### src/rtl/seg_pkg.sv
// Shared constants for the scrolling 7-segment controller: segment codes,
// the default message ROM and the hex-to-segment mapping.
package seg_pkg;

  typedef logic [3:0] hex_t;
  typedef logic [6:0] seg_t;

  localparam seg_t SEG_BLANK = 7'b1111111;
  localparam logic [3:0] AN_OFF = 4'b1111;

  // Element i holds character i.
  localparam logic [15:0][3:0] MSG_ROM = {
    4'hF, 4'hE, 4'hD, 4'hC, 4'hB, 4'hA, 4'h9, 4'h8,
    4'h7, 4'h6, 4'h5, 4'h4, 4'h3, 4'h2, 4'h1, 4'h0
  };

  // Segment order {g,f,e,d,c,b,a}, active-low.
  function automatic seg_t hex_to_seg(input hex_t h);
    case (h)
      4'h0: return 7'b1000000;
      4'h1: return 7'b1111001;
      4'h2: return 7'b0100100;
      4'h3: return 7'b0110000;
      4'h4: return 7'b0011001;
      4'h5: return 7'b0010010;
      4'h6: return 7'b0000010;
      4'h7: return 7'b1111000;
      4'h8: return 7'b0000000;
      4'h9: return 7'b0010000;
      4'hA: return 7'b0001000;
      4'hB: return 7'b0000011;
      4'hC: return 7'b1000110;
      4'hD: return 7'b0100001;
      4'hE: return 7'b0000110;
      default: return 7'b0001110;
    endcase
  endfunction

endpackage

### src/rtl/seg_scroll_ctrl_if.sv
// Button inputs and display pin outputs of the scroll controller.
interface seg_scroll_ctrl_if;
  logic       btn_fwd;
  logic       btn_back;
  logic [3:0] an;
  logic [6:0] seg;
  logic       dp;

  modport master (output btn_fwd, btn_back, input an, seg, dp);
  modport slave  (input btn_fwd, btn_back, output an, seg, dp);
endinterface

### src/rtl/seg_hex_decoder.sv
// Combinational hex digit to active-low segment decoder.
module seg_hex_decoder
  import seg_pkg::*;
(
  input  hex_t hex_i,
  output seg_t seg_o
);
  assign seg_o = hex_to_seg(hex_i);
endmodule

### src/rtl/seg_scroll_ctrl.sv
// Scrolls a hex message across a 4-digit common-anode display; one step per
// button press, multiplexed digits with a blank cycle between digits.
module seg_scroll_ctrl
  import seg_pkg::*;
#(
  parameter int MSG_LEN     = 16,
  parameter int REFRESH_DIV = 50000
) (
  input logic          clk,
  input logic          reset,
  seg_scroll_ctrl_if.slave bus
);
  localparam int PW = (MSG_LEN > 1) ? $clog2(MSG_LEN) : 1;
  localparam int RW = $clog2(REFRESH_DIV);

  logic          fwd_prev_q, back_prev_q;
  logic          fwd_pls, back_pls;
  logic [PW-1:0] ptr_q, ptr_d;
  logic [RW-1:0] rcnt_q, rcnt_d;
  logic [1:0]    dsel_q, dsel_d;
  logic          tick;
  logic [3:0]    an_q, an_d;
  seg_t          seg_q, seg_d;
  logic          dp_q, dp_d;
  hex_t          chr;
  seg_t          chr_seg;
  logic          idx_zero;

  always_comb begin
    fwd_pls  = bus.btn_fwd & ~fwd_prev_q;
    back_pls = bus.btn_back & ~back_prev_q;
    ptr_d    = ptr_q;
    if (fwd_pls && !back_pls)
      ptr_d = (ptr_q == PW'(MSG_LEN - 1)) ? '0 : ptr_q + 1'b1;
    else if (back_pls && !fwd_pls)
      ptr_d = (ptr_q == '0) ? PW'(MSG_LEN - 1) : ptr_q - 1'b1;
  end

  always_comb begin
    tick   = (rcnt_q == RW'(REFRESH_DIV - 1));
    rcnt_d = tick ? '0 : rcnt_q + 1'b1;
    dsel_d = tick ? dsel_q + 1'b1 : dsel_q;
  end

  // ptr < MSG_LEN and dsel < 4 <= MSG_LEN, so one conditional subtract is a full modulo.
  always_comb begin : char_sel
    int sum;
    sum = int'(ptr_q) + int'(dsel_q);
    if (sum >= MSG_LEN) sum = sum - MSG_LEN;
    chr      = MSG_ROM[4'(sum)];
    idx_zero = (sum == 0);
  end

  seg_hex_decoder u_dec (.hex_i(chr), .seg_o(chr_seg));

  always_comb begin
    an_d  = AN_OFF;
    seg_d = SEG_BLANK;
    dp_d  = 1'b1;
    if (!tick) begin
      an_d  = ~(4'b1000 >> dsel_q);
      seg_d = chr_seg;
      dp_d  = ~idx_zero;
    end
  end

  always_ff @(posedge clk or posedge reset) begin
    if (reset) begin
      fwd_prev_q  <= 1'b0;
      back_prev_q <= 1'b0;
      ptr_q       <= '0;
      rcnt_q      <= '0;
      dsel_q      <= '0;
      an_q        <= AN_OFF;
      seg_q       <= SEG_BLANK;
      dp_q        <= 1'b1;
    end else begin
      fwd_prev_q  <= bus.btn_fwd;
      back_prev_q <= bus.btn_back;
      ptr_q       <= ptr_d;
      rcnt_q      <= rcnt_d;
      dsel_q      <= dsel_d;
      an_q        <= an_d;
      seg_q       <= seg_d;
      dp_q        <= dp_d;
    end
  end

  assign bus.an  = an_q;
  assign bus.seg = seg_q;
  assign bus.dp  = dp_q;
endmodule
### src/flat_wrapper.sv
// flat-port wrapper written by rule: the top's interface ports become plain ports
module seg_scroll_ctrl_flat import seg_pkg::*;
#(
  parameter int MSG_LEN     = 16,
  parameter int REFRESH_DIV = 50000
)
  (clk, reset, bus_btn_fwd, bus_btn_back, bus_an, bus_seg, bus_dp);
  seg_scroll_ctrl_if bus_i ();
  input logic clk;
  input logic reset;
  input wire logic [$bits(bus_i.btn_fwd)-1:0] bus_btn_fwd;
  input wire logic [$bits(bus_i.btn_back)-1:0] bus_btn_back;
  output wire logic [$bits(bus_i.an)-1:0] bus_an;
  output wire logic [$bits(bus_i.seg)-1:0] bus_seg;
  output wire logic [$bits(bus_i.dp)-1:0] bus_dp;
  assign bus_i.btn_fwd = bus_btn_fwd;
  assign bus_i.btn_back = bus_btn_back;
  assign bus_an = bus_i.an;
  assign bus_seg = bus_i.seg;
  assign bus_dp = bus_i.dp;
  seg_scroll_ctrl #(.MSG_LEN(MSG_LEN), .REFRESH_DIV(REFRESH_DIV)) u_core (.clk(clk), .reset(reset), .bus(bus_i));
endmodule
### config.mk
export PLATFORM = sky130hd
export DESIGN_NAME = seg_scroll_ctrl_flat
export DESIGN_NICKNAME = d
export VERILOG_FILES = /design/src/rtl/seg_pkg.sv /design/src/rtl/seg_scroll_ctrl_if.sv /design/src/rtl/seg_hex_decoder.sv /design/src/rtl/seg_scroll_ctrl.sv /design/src/flat_wrapper.sv
export SDC_FILE = /design/constraint.sdc
export NUM_CORES = 1
export LEC_CHECK = 0
export BUFFER_PORTS_ARGS = -buffer_cell sky130_fd_sc_hd__buf_4
export CORE_ASPECT_RATIO = 0.7
export CORE_UTILIZATION = 59
export CTS_CLUSTER_DIAMETER = 150
export CTS_CLUSTER_SIZE = 12
export DETAILED_ROUTE_END_ITERATION = 16
export GPL_ROUTABILITY_DRIVEN = 1
export PLACE_DENSITY = 0.81
export SLEW_MARGIN = 20
export SYNTH_ARGS = -nofsm -noshare
export SYNTH_HDL_FRONTEND = slang
export SYNTH_SLANG_ARGS = --single-unit
### constraint.sdc
create_clock -name clk -period 2.6 [get_ports clk]
set_input_delay 0.13 -clock clk [delete_from_list [all_inputs] [get_ports clk]]
set_output_delay 0.13 -clock clk [all_outputs]
set_load 0.1 [all_outputs]
==> run summary <==
Drt drc: 0
Hold-fix buffers, CTS: 3
DR vias/cell: 5.80
Port Buf Inserts: 15
First DRT Iteration DRCs: 97
DR WL/cell: 14.0 microns
Number of flops mapped to enable cells by yosys: 0
Area delta synth->final: 11.9%
Post-CTS Setup Repair Bufs: 0
Total negative slack: 0 ps
Post-Layout Inst Area: 2250 sq um
Clk pin slew, worst setup/hold paths: 70 ps
Period utilization: 90.9%
Final Max Slew Viols: 0
Core ar.: 3190 sq um
Status: completed
Final ANT Viol Nets: 0
Global-route wire length before repair: 6.17 mm
Minimum clock period: 2360 ps
Post-synth top flop: dfrtp_1
CP Data Arrival Time: 2580 ps
Synth Register Bits: 36
Leak: 1.00 nW
Grt ovf: 0
Max IR drop VDD: 0.551 mV
Max-slew headroom: 65.6%
Num rows: 17
Total Wirelength: 3.51 mm
Crit path max fanout: 8
Total track usage: 23.0%
CTS tree: done
Initial antenna violation count: 0
CP required: 2820 ps
Share of layout cells above drive strength 1: 22.1%
R2r worst-path depth: 6
Maxcap violations: 0
Cells after Synth: 190
Crit end category: flip-flop
Final Setup Violations: 0
CTS Root Cell: clkbuf_8
Hold Slack: 498 ps
Longest Clk Path Bufs: 2
Vias in the first global route: 1378
Initial Util: 62.9%
Hold Path Class: in -> async
Area post-placement: 2120 sq um
Final Wtd Congestion: 0.861
Die ar.: 3640 sq um
H-tree depth: 2
Syn_area_per_cell: 10.6 sq um
PwrDens: 958 nW/um^2
Number of buffers created by CTS: 5
ANT cells: 0
Pin count of the biggest net entering global routing: 37
Synth Cell Area: 2010 sq um
CP startpoint: u_core.ptr_q[0]
FMAX: 423 MHz
DRT Pass-1 Iters: 5
Vias after detailed routing: 1456
Post_cts resized: 0
CP endpoint: u_core.bus.seg[3]
Critical R2R Capture: u_core.bus.seg[3]
Flop2flop setup slack: 240 ps
Least-Margin Pin Slew: 512 ps
I/O Pins: 16
Die Wd: 71.7 microns
Net Count, Synth: 212
CP Class: reg -> reg
Final hold violations: 0
Startpoint Class: flip-flop
Final #Nets: 234
Die H: 50.8 microns
Sequential fraction of the synthesis area: 45.6%
R2r startpoint: u_core.ptr_q[0]
Skew final: 5.00 ps
RSZ-0062 raised after global routing: no
HPWL Detailed: 2.54 mm
Worst-skew pair later-pin latency: 290 ps
Async SR Flop Fraction: 100%
TritonCTS Sinks: 36
Unique masters post-synth: 43
Ys Warns: 0
==> cells in the final DEF (no fill, tap or decap), drive strengths merged, types with 5 or more instances in the layout <==
cell type,Yosys,final
o21ai,8,8
nand2,15,15
dfstp,12,12
nand3,13,13
clkbuf,2,6
inv,14,14
ha,17,17
dfrtp,24,24
nand4,5,5
buf,3,18
xnor2,11,11
nor3,5,5
nor2,16,16
xor2,5,5
==> cells by family after synthesis <==
| group | after synthesis | share of synthesized area [%] |
|---|---|---|
| compound gates | 28 | 9.85 |
| xor+xnor | 16 | 6.98 |
| fa+ha+maj | 18 | 11.6 |
| buf+inv | 20 | 5.92 |
| flops | 36 | 45.6 |
| mux | 1 | 1.12 |
| simple gates | 71 | 18.9 |
==> metal layers <==
layer / track usage, % / vias up / share of wire [%]
met5: 0 / - / 0
met4: 11.4 / 0 / 1.3
met3: 6.02 / 6 / 6.0
met2: 35.4 / 59 / 46
met1: 30.2 / 686 / 47
li1: - / 705 / -
==> cell usage after synthesis (4+ instances only) <==
cell | instances | area, sq um
inv_1 | 14 | 52.6
xor2_1 | 5 | 43.8
dfstp_2 | 12 | 315
nand2_1 | 14 | 52.6
xnor2_1 | 11 | 96.3
nand4_1 | 5 | 31.3
dfrtp_1 | 24 | 601
o21ai_0 | 8 | 40.0
a21oi_1 | 4 | 20.0
nor2_1 | 16 | 60.1
ha_1 | 17 | 213
nor3_1 | 5 | 25.0
nand3_1 | 13 | 65.1
==> per-stage QoR <==
stage / util, % / setup WS, ps / total power [mW] / instances
CTS: 70.4 / 240 / 2.16 / 251
detailed placement: 66.5 / 243 / 1.75 / 240
global route: 70.4 / 63.2 / 2.27 / 251
floorplan: - / 280 / 1.56 / 190
global placement: 66.5 / 333 / 1.71 / 240
finish: 70.4 / 238 / 2.15 / 251
==> power by group <==
group | switching (mW) | total [mW] | internal [mW]
Combinational | 0.671 | 1.00 | 0.330
Clock | 0.193 | 0.404 | 0.211
Sequential | 0.0759 | 0.748 | 0.672
Total | 0.939 | 2.15 | 1.21
==> worst min-delay path by stage <==
stage                       from            endpoint  slack (ps)  depth (start not counted)
global route         bus_btn_fwd   u_core.fwd_prev_q         500                          2
global placement           reset   u_core.rcnt_q[10]         250                          3
finish                     reset     u_core.ptr_q[2]         500                          4
CTS                  bus_btn_fwd   u_core.fwd_prev_q         480                          2
detailed placement   bus_btn_fwd   u_core.fwd_prev_q         250                          1
floorplan           bus_btn_back  u_core.back_prev_q         160                          0
==> area by class of cell <==
type	count	area [sq um]
Multi-Input combinational cell	134	972
Fill cell	218	945
Sequential cell	36	916
Timing Repair Buffer	21	165
Clock buffer	6	82.6
Inverter	14	52.6
Tap cell	38	47.5
Clock inverter	2	10.0
==> flip-flops by register name, indices dropped and copies added (netlist names) <==
signal,cells
u_core.back_prev_q,1
u_core.fwd_prev_q,1
u_core.bus.seg,7
u_core.ptr_q,4
u_core.bus.an,4
u_core.dsel_q,2
u_core.rcnt_q,16
u_core.bus.dp,1
==> critical path: stages (launching register included) <==
cell and delay [ps]:
dfrtp_1 460, ha_1 240, inv_1 70, fa_1 410
xor2_1 420, mux4_2 550, nand2b_1 150
No activity file was read; power rests on OpenSTA's default activity.
